[src/rtl/clic_irq_arbiter.sv]
// clic_irq_arbiter: grants the highest {mode,prio} interrupt request and holds it for the core handshake.
// Define CLIC_ARB_RR_TIEBREAK_EN for a round-robin tie-break among equal keys (default: lowest index wins).
module clic_irq_arbiter #(
  parameter int unsigned N_TGT     = 4,
  parameter int unsigned SrcWidth  = 8,
  parameter int unsigned PrioWidth = 8,
  parameter int unsigned ModeWidth = 2
) (
  input  logic                         clk_i,
  input  logic                         rst_ni,
  input  logic [N_TGT-1:0]             req_valid_i,
  output logic [N_TGT-1:0]             req_ready_o,
  input  logic [N_TGT*SrcWidth-1:0]    req_id_i,
  input  logic [N_TGT*PrioWidth-1:0]   req_max_i,
  input  logic [N_TGT*ModeWidth-1:0]   req_mode_i,
  input  logic [N_TGT-1:0]             req_kill_req_i,
  output logic [N_TGT-1:0]             req_kill_ack_o,
  output logic                         irq_valid_o,
  input  logic                         irq_ready_i,
  output logic [SrcWidth-1:0]          irq_id_o,
  output logic [PrioWidth-1:0]         irq_max_o,
  output logic [ModeWidth-1:0]         irq_mode_o,
  output logic [$clog2(N_TGT)-1:0]     irq_tgt_o,
  output logic                         irq_kill_req_o,
  input  logic                         irq_kill_ack_i
);

  localparam int unsigned TW = $clog2(N_TGT);
  localparam int unsigned KW = ModeWidth + PrioWidth;

  typedef enum logic {IDLE, GRANT} state_e;

  state_e                 state_q, state_d;
  logic                   valid_q, valid_d;
  logic                   kill_q, kill_d;
  logic [TW-1:0]          tgt_q, tgt_d;
  logic [SrcWidth-1:0]    id_q, id_d;
  logic [PrioWidth-1:0]   max_q, max_d;
  logic [ModeWidth-1:0]   mode_q, mode_d;
`ifdef CLIC_ARB_RR_TIEBREAK_EN
  logic [TW-1:0]          ptr_q, ptr_d;
  int unsigned            rr_idx;
`endif

  logic [KW-1:0]          key [N_TGT];
  logic                   win_found;
  logic [TW-1:0]          win_idx;
  logic [KW-1:0]          win_key;
  logic                   preempt;

  always_comb begin
    for (int i = 0; i < N_TGT; i++) begin
      key[i] = {req_mode_i[i*ModeWidth +: ModeWidth], req_max_i[i*PrioWidth +: PrioWidth]};
    end
  end

  // Strict '>' keeps the first channel visited among equal keys.
  always_comb begin
    win_found = 1'b0;
    win_idx   = '0;
    win_key   = '0;
`ifdef CLIC_ARB_RR_TIEBREAK_EN
    rr_idx    = 0;
    for (int k = 0; k < N_TGT; k++) begin
      rr_idx = (int'(ptr_q) + k) % N_TGT;
      if (req_valid_i[rr_idx] && (!win_found || key[rr_idx] > win_key)) begin
        win_found = 1'b1;
        win_idx   = TW'(rr_idx);
        win_key   = key[rr_idx];
      end
    end
`else
    for (int i = 0; i < N_TGT; i++) begin
      if (req_valid_i[i] && (!win_found || key[i] > win_key)) begin
        win_found = 1'b1;
        win_idx   = TW'(i);
        win_key   = key[i];
      end
    end
`endif
  end

  always_comb begin
    preempt = 1'b0;
    for (int j = 0; j < N_TGT; j++) begin
      if (req_valid_i[j] && (TW'(j) != tgt_q) && (key[j] > {mode_q, max_q})) begin
        preempt = 1'b1;
      end
    end
  end

  always_comb begin
    state_d = state_q;
    valid_d = valid_q;
    kill_d  = 1'b0;
    tgt_d   = tgt_q;
    id_d    = id_q;
    max_d   = max_q;
    mode_d  = mode_q;
`ifdef CLIC_ARB_RR_TIEBREAK_EN
    ptr_d   = ptr_q;
`endif
    case (state_q)
      IDLE: begin
        if (win_found) begin
          state_d = GRANT;
          valid_d = 1'b1;
          tgt_d   = win_idx;
          id_d    = req_id_i[int'(win_idx)*SrcWidth +: SrcWidth];
          max_d   = req_max_i[int'(win_idx)*PrioWidth +: PrioWidth];
          mode_d  = req_mode_i[int'(win_idx)*ModeWidth +: ModeWidth];
        end
      end
      GRANT: begin
        // A ready handshake wins over a coincident kill ack.
        if (irq_ready_i) begin
          state_d = IDLE;
          valid_d = 1'b0;
`ifdef CLIC_ARB_RR_TIEBREAK_EN
          ptr_d   = (tgt_q == TW'(N_TGT-1)) ? '0 : tgt_q + 1'b1;
`endif
        end else if (!req_valid_i[tgt_q] || (kill_q && irq_kill_ack_i)) begin
          state_d = IDLE;
          valid_d = 1'b0;
        end else begin
          kill_d  = req_kill_req_i[tgt_q] | preempt;
        end
      end
      default: begin
        state_d = IDLE;
        valid_d = 1'b0;
      end
    endcase
  end

  always_ff @(posedge clk_i or negedge rst_ni) begin
    if (!rst_ni) begin
      state_q <= IDLE;
      valid_q <= 1'b0;
      kill_q  <= 1'b0;
      tgt_q   <= '0;
      id_q    <= '0;
      max_q   <= '0;
      mode_q  <= '0;
`ifdef CLIC_ARB_RR_TIEBREAK_EN
      ptr_q   <= '0;
`endif
    end else begin
      state_q <= state_d;
      valid_q <= valid_d;
      kill_q  <= kill_d;
      tgt_q   <= tgt_d;
      id_q    <= id_d;
      max_q   <= max_d;
      mode_q  <= mode_d;
`ifdef CLIC_ARB_RR_TIEBREAK_EN
      ptr_q   <= ptr_d;
`endif
    end
  end

  always_comb begin
    req_ready_o    = '0;
    req_kill_ack_o = '0;
    if (state_q == GRANT) begin
      req_ready_o[tgt_q]    = irq_ready_i;
      req_kill_ack_o[tgt_q] = irq_kill_ack_i & ~irq_ready_i;
    end
  end

  assign irq_valid_o    = valid_q;
  assign irq_kill_req_o = kill_q;
  assign irq_tgt_o      = tgt_q;
  assign irq_id_o       = id_q;
  assign irq_max_o      = max_q;
  assign irq_mode_o     = mode_q;

endmodule

[config.mk]
export PLATFORM = sky130hd
export DESIGN_NAME = clic_irq_arbiter
export DESIGN_NICKNAME = d
export VERILOG_FILES = /design/src/rtl/clic_irq_arbiter.sv
export SDC_FILE = /design/constraint.sdc
export NUM_CORES = 1
export LEC_CHECK = 0
export ABC_AREA = 0
export BUFFER_PORTS_ARGS = -buffer_cell sky130_fd_sc_hd__buf_4
export CAP_MARGIN = 10
export CORE_UTILIZATION = 40
export CTS_CLUSTER_SIZE = 16
export DETAILED_ROUTE_END_ITERATION = 8
export GPL_ROUTABILITY_DRIVEN = 0
export PLACE_DENSITY = 0.63
export SLEW_MARGIN = 20
export SYNTH_ARGS = -nofsm -noshare
export SYNTH_HDL_FRONTEND = slang
export SYNTH_SLANG_ARGS = --single-unit
[constraint.sdc]
create_clock -name clk_i -period 2.16 [get_ports clk_i]
set_clock_uncertainty 0.05 [all_clocks]
set_input_delay 0.108 -clock clk_i [delete_from_list [all_inputs] [get_ports clk_i]]
set_output_delay 0.108 -clock clk_i [all_outputs]
set_load 0.02 [all_outputs]
* Yosys cells after proc, flatten, opt, wreduce, memory -nomap -nowiden
Cells that the tools add are included.
** Word-level totals
- Output and inout port bits :: 30
- Register bits after elaboration :: 23
- Logic and storage cells :: 87
** Operators by class
- Bitwise gates (word level) :: 6
- Equality and inequality tests :: 5
- Reductions and logical operators :: 24
- Magnitude comparators :: 9
- Shifts and indexed selects :: 3
- Muxes and demuxes :: 33
** Operators with widths (count)
- $gt 10x10->1 :: 7
- $shiftx 32x6->8 :: 2
- $mux 10 :: 3
- $mux 1 :: 21
- $logic_and 1x1->1 :: 13
- $and 4x4->4 :: 2
- $mux 4 :: 2
- $shiftx 8x4->2 :: 1
- $bmux 1 s2 :: 2
- $logic_not 1->1 :: 4
- $logic_or 1x1->1 :: 4
- $mux 2 :: 2
- $ne 2x2->1 const A :: 2
- $pmux 1 s2 :: 2
- $reduce_and 2->1 :: 2
- $lt 2x3->1 const B :: 1
- $ne 3x2->1 const B :: 1
- $demux 1 s2 :: 1
- $ge 2x1->1 const B :: 1
- $ne 1x2->1 const A :: 1
- $ne 2x2->1 const B :: 1
- $not 1->1 :: 2
- $reduce_bool 2->1 :: 1
- $and 1x1->1 :: 1
- $or 1x1->1 :: 1

* Depth between registers and ports, before layout
- Word-level depth :: 15
- Gate-level depth with buffers :: 30

* Worst setup path after synthesis
Ideal clock, no wire load.
- Path type :: in2reg
- Start :: input req_valid_i[0]
- End :: register max_q[7], in the netlist irq_max_o[7]
- Arrival time :: 4.923 ns
- Stages :: 29
- Path buffers :: 8
- Library setup time :: 0.139 ns
- Slack :: -2.952 ns
- Cells stage by stage :: buf_4 -> clkbuf_1 -> nand2_1 -> ha_1 -> a21oi_1 -> a211oi_2 -> nor4b_2 -> a21bo_2 -> buf_6 -> buf_6 -> nand3_1 -> a21boi_0 -> ha_1 -> nand4_1 -> o41ai_1 -> a41oi_1 -> buf_2 -> buf_2 -> a21oi_1 -> a22oi_2 -> ha_1 -> nand2b_1 -> a211o_1 -> o2111a_1 -> o21a_1 -> buf_4 -> buf_6 -> o21ai_1 -> o221ai_1
** Between the ends
- Longest elaborated chain between the ends :: 14
- Elaborated cells between the ends (all ways) :: 24
** Ends and longest elaborated chain
- from (decl) :: RTL line 11 : input logic [N_TGT-1:0] req_valid_i,
- $mux 10 or $mux 1 (tied branches) :: RTL line 74 : if (req_valid_i[i] && (!win_found || key[i] > win_key)) begin
- $gt 10x10->1 or $logic_not 1->1 (tied branches) :: RTL line 74
- $logic_or 1x1->1 :: RTL line 74
- $logic_and 1x1->1 :: RTL line 74
- $mux 10 or $mux 1 (tied branches) :: RTL line 74
- $gt 10x10->1 or $logic_not 1->1 (tied branches) :: RTL line 74
- $logic_or 1x1->1 :: RTL line 74
- $logic_and 1x1->1 :: RTL line 74
- $mux 10 or $mux 1 (tied branches) :: RTL line 74
- $gt 10x10->1 or $logic_not 1->1 (tied branches) :: RTL line 74
- $logic_or 1x1->1 :: RTL line 74
- $logic_and 1x1->1 :: RTL line 74
- $mux 2 or $mux 1 (tied branches) :: RTL line 74
- $shiftx 32x6->8 or $reduce_and 2->1 (tied branches)
- to (signal assigned) :: RTL line 154 : max_q <= max_d;
- to (decl) :: RTL line 38 : logic [PrioWidth-1:0] max_q, max_d;
Several ways; a longest one is shown, not always the timed one.
A chain may end at the register's enable or synchronous reset.

* Final worst setup path
- Start :: input req_valid_i[0]
- End :: register max_q[3], in the netlist irq_max_o[3]
Same word-level chain as after synthesis.

==> impl_metrics.csv <==
group,metric,value,unit
die,initial_utilization,41.9,%
clock_network,tritoncts,"done",
timing,timing.max_slew.rel_slack,67.0,%
setup_path,setup.worst_path.end,"irq_max_o[3]$_DFFE_PN0P_",
synthesis,synth.area.mux_share,3.58,%
setup_path,worstReg2RegEnd,"irq_kill_req_o$_DFF_PN0_",
route,vias,4544,
power,vdd_drop_max,0.000555,V
placed_design,portBuffers,113,
synthesis,yosysWarningCount,0,
clock_network,cts_sinks,23,
placed_design,placedInstanceArea,5250,µm²
placed_design,dpl_worst_slack,-2.98,ns
route,initialDrtViolationCount,353,
global_route,leftover_overflow_at_the_end_of_global_routing,0,
die,dieArea,9110,µm²
timing,drv_slew,0,
synthesis,cell_with_the_most_instances_after_synthesis,"sky130_fd_sc_hd__ha_1",
clock_network,max-clock-path-buffers,2,
global_route,grt_pass1_vias,4475,
setup_path,ff2ff_path_depth,10,
synthesis,synthAdderAreaFrac,25.1,%
flow_run,cap_viol_max_count,0,
die,die_extent_in_y,95.4,µm
die,dieWidth,95.4,µm
placed_design,hpwlAfterDp,11000,µm
run_status,run_status,"complete, but fails checks",
route,vias_per_cell,5.92,
setup_path,timing.critical_path.slowest_cell_delay,0.44,ns
setup_path,crit_path_max_fanout,8,
synthesis,synth_seq_area_share,16.5,%
timing,hold_viol_final,0,
setup_path,timing.rr.start,"irq_mode_o[0]$_DFFE_PN0P_",
timing,setup_violations,20,
clock_network,cts-buffers-inserted,3,
synthesis,synth-simple-area-share,20.5,%
finish,insertedDiodeCount,0,
synthesis,synth-compound-area-share,28.5,%
timing,grt_setup_unrepaired,"yes",
synthesis,yosysUniqueCellTypes,50,
setup_path,crit_path_end_kind,"register",
route,avgRoutedWirePerCell,19.6,µm
setup_path,worst-path-stages,25,
synthesis,post_synth_main_area_contributors,"sky130_fd_sc_hd__ha_1, sky130_fd_sc_hd__dfrtp_1, sky130_fd_sc_hd__nand3_1, sky130_fd_sc_hd__a21oi_1, sky130_fd_sc_hd__nand2_1",
timing,worst-slew-pin-transition,0.496,ns
power,power_per_standard_cell_area,856,nW/µm²
synthesis,yosys_most_used_dff,"sky130_fd_sc_hd__dfrtp_1",
setup_path,worst_setup_path_start_kind,"input pin",
synthesis,synth-async-reset-ratio,100,%
synthesis,total_nets_after_synthesis,579,
setup_path,library_cell_contributing_the_largest_single_delay_on_the_critical_path,"sky130_fd_sc_hd__o41ai_2",
die,rows,33,
worst_hold_path,min_path_type,"input pin to register",
synthesis,ys_seq_elements,23,
route,wirelength,15000,µm
run_status,failed_checks,"setup timing",
setup_path,reg2reg_slack,0.02,ns
clock_network,htreeDepth,1,
finish,final_net_count,817,
global_route,antenna_violations_before_repair,0,
synthesis,synth_top_family_by_area,"compound AO/OA/AOI/OAI gates",
synthesis,synth_area_leader_cell,"sky130_fd_sc_hd__ha_1",
clock_network,clkLatencyLatePin,0.28,ns
route,drc,0,
setup_path,setup.worst_path.class,"input pin to register",
clock_network,cts_root_buffer,"sky130_fd_sc_hd__clkbuf_8",
die,core_area,8340,µm²
timing,worst_slack,-2.55,ns
finish,area_delta_synth_final,79.4,%
worst_hold_path,min-delay-start,"req_id_i[19]",
synthesis,synth_area,3490,µm²
setup_path,worstPathBufferInverterCount,6,
timing,max_freq,212,MHz
synthesis,synth_edf_count,0,
route,route.antenna.remaining_nets,0,
setup_path,cp_data_required_time,2.25,ns
synthesis,synthesis.instances,425,
synthesis,synth_xor_area_share,0,%
setup_path,worst_path_dominant_cell_family,"compound AO/OA/AOI/OAI gates",
die,ios,114,
worst_hold_path,holdPathStages,3,
route,drt-pass1-iter-count,5,
setup_path,critPathLaunch,"req_valid_i[0]",
setup_path,timing.critical_path.arrival,4.80,ns
finish,fillerInstances,623,
global_route,wire_length_of_the_first_global_routing_pass,22000,µm
global_route,grt_max_degree,29,
clock_network,clk_pin_slew,0.10,ns
synthesis,synth.cells.most_frequent,"sky130_fd_sc_hd__ha_1, sky130_fd_sc_hd__nand2_1, sky130_fd_sc_hd__nand3_1",
global_route,grt_use_total,31.3,%
synthesis,synthDominantCellAreaShare,25.1,%
synthesis,post_synth.cell_area_avg,8.22,µm²
finish,fraction_of_layout_cells_with_a_size_suffix_above_1,53.6,%
power,p_leak,0.00286,µW
timing,hold_slack,0.0181,ns
finish,finish.instance_area,6270,µm²
timing,post-route-period-util,218,%
timing,layout_min_cycle_time,4.71,ns
-- state kept, by name (all words and copies together), names as in the netlist --
signal          flops
irq_max_o           8
irq_valid_o         1
irq_mode_o          2
state_q             1
irq_kill_req_o      1
irq_id_o            8
irq_tgt_o           2
-- per-layer routing --
layer	track usage, %	vias to the layer above	share of wire [%]
met5	0	-	0
met4	12.8	0	4.9
met3	3.51	59	5.4
met2	54.4	208	49
met1	39.2	2154	41
li1	-	2123	-
-- area by class of cell --
type                            count  area (µm²)  share of cell area [%]
Clock buffer                        3        41.3                   0.659
Clock inverter                      1        7.51                   0.120
Inverter                           19        71.3                    1.14
Multi-Input combinational cell    360        3380                    53.9
Sequential cell                    23         576                    9.19
Tap cell                          105         131                    2.10
Timing Repair Buffer              256        2060                    32.9
-- worst min path at each step --
stage | endpoint | slack (ns)
global route | irq_id_o[6]$_DFFE_PN0P_ | 0.02
detailed placement | irq_max_o[2]$_DFFE_PN0P_ | -0.02
finish | irq_id_o[3]$_DFFE_PN0P_ | 0.02
floorplan | irq_id_o[0]$_DFFE_PN0P_ | -0.24
CTS | irq_id_o[4]$_DFFE_PN0P_ | 0.01
global placement | irq_valid_o$_DFFE_PN0P_ | -0.02
-- cells by family (layout without fill, tap and decap cells) --
family / count (synthesis) / in the layout
AOI/OAI and AO/OA: 141 / 141
adders and majority gates: 70 / 70
buffers and inverters: 42 / 279
DFF: 23 / 23
muxes: 10 / 10
and+or+nand+nor: 139 / 139
-- placed cells by master, fill, tap and decap left out, types with 14 or more instances in the layout --
| master | n |
|---|---|
| sky130_fd_sc_hd__nor2_1 | 14 |
| sky130_fd_sc_hd__inv_1 | 16 |
| sky130_fd_sc_hd__and2_1 | 18 |
| sky130_fd_sc_hd__ha_1 | 57 |
| sky130_fd_sc_hd__a21oi_1 | 14 |
| sky130_fd_sc_hd__nand2_1 | 28 |
| sky130_fd_sc_hd__buf_4 | 236 |
| sky130_fd_sc_hd__dfrtp_1 | 23 |
| sky130_fd_sc_hd__nand3_1 | 20 |
| sky130_fd_sc_hd__o211ai_1 | 14 |
-- worst min-delay path, cell delays in order --
cell and delay [ns]:
sky130_fd_sc_hd__buf_4 0.08, sky130_fd_sc_hd__nand3_1 0.05, sky130_fd_sc_hd__o211ai_1 0.07
-- repair_timing --
item | CTS | global route
setup endpoints to repair | 21 | 21
pin swaps | 46 | 53
gates cloned | 3 | 0
endpoints found under the hold margin | 23 | 0
resized for setup | 72 | 52
hold buffers | 1 | 0
setup buffers | 30 | 8
-- through the flow --
stage / cells / utilization, % / total power (µW) / TNS (ns)
floorplan: 425 / - / 2770 / -49.43
global placement: 721 / 63.0 / 4230 / -54.92
detailed placement: 721 / 63.0 / 4310 / -58.76
CTS: 759 / 70.3 / 4930 / -46.06
global route: 767 / 75.1 / 5740 / -52.86
finish: 767 / 75.1 / 5360 / -50.25
-- report_power, final --
part / switching, µW / leakage (µW) / internal [µW]
logic: 2220 / 0.00256 / 2040
clock network: 158 / 0.0000217 / 131
registers: 170 / 0.000280 / 641
total: 2550 / 0.00286 / 2810
Power figures use the tool's default switching activity.
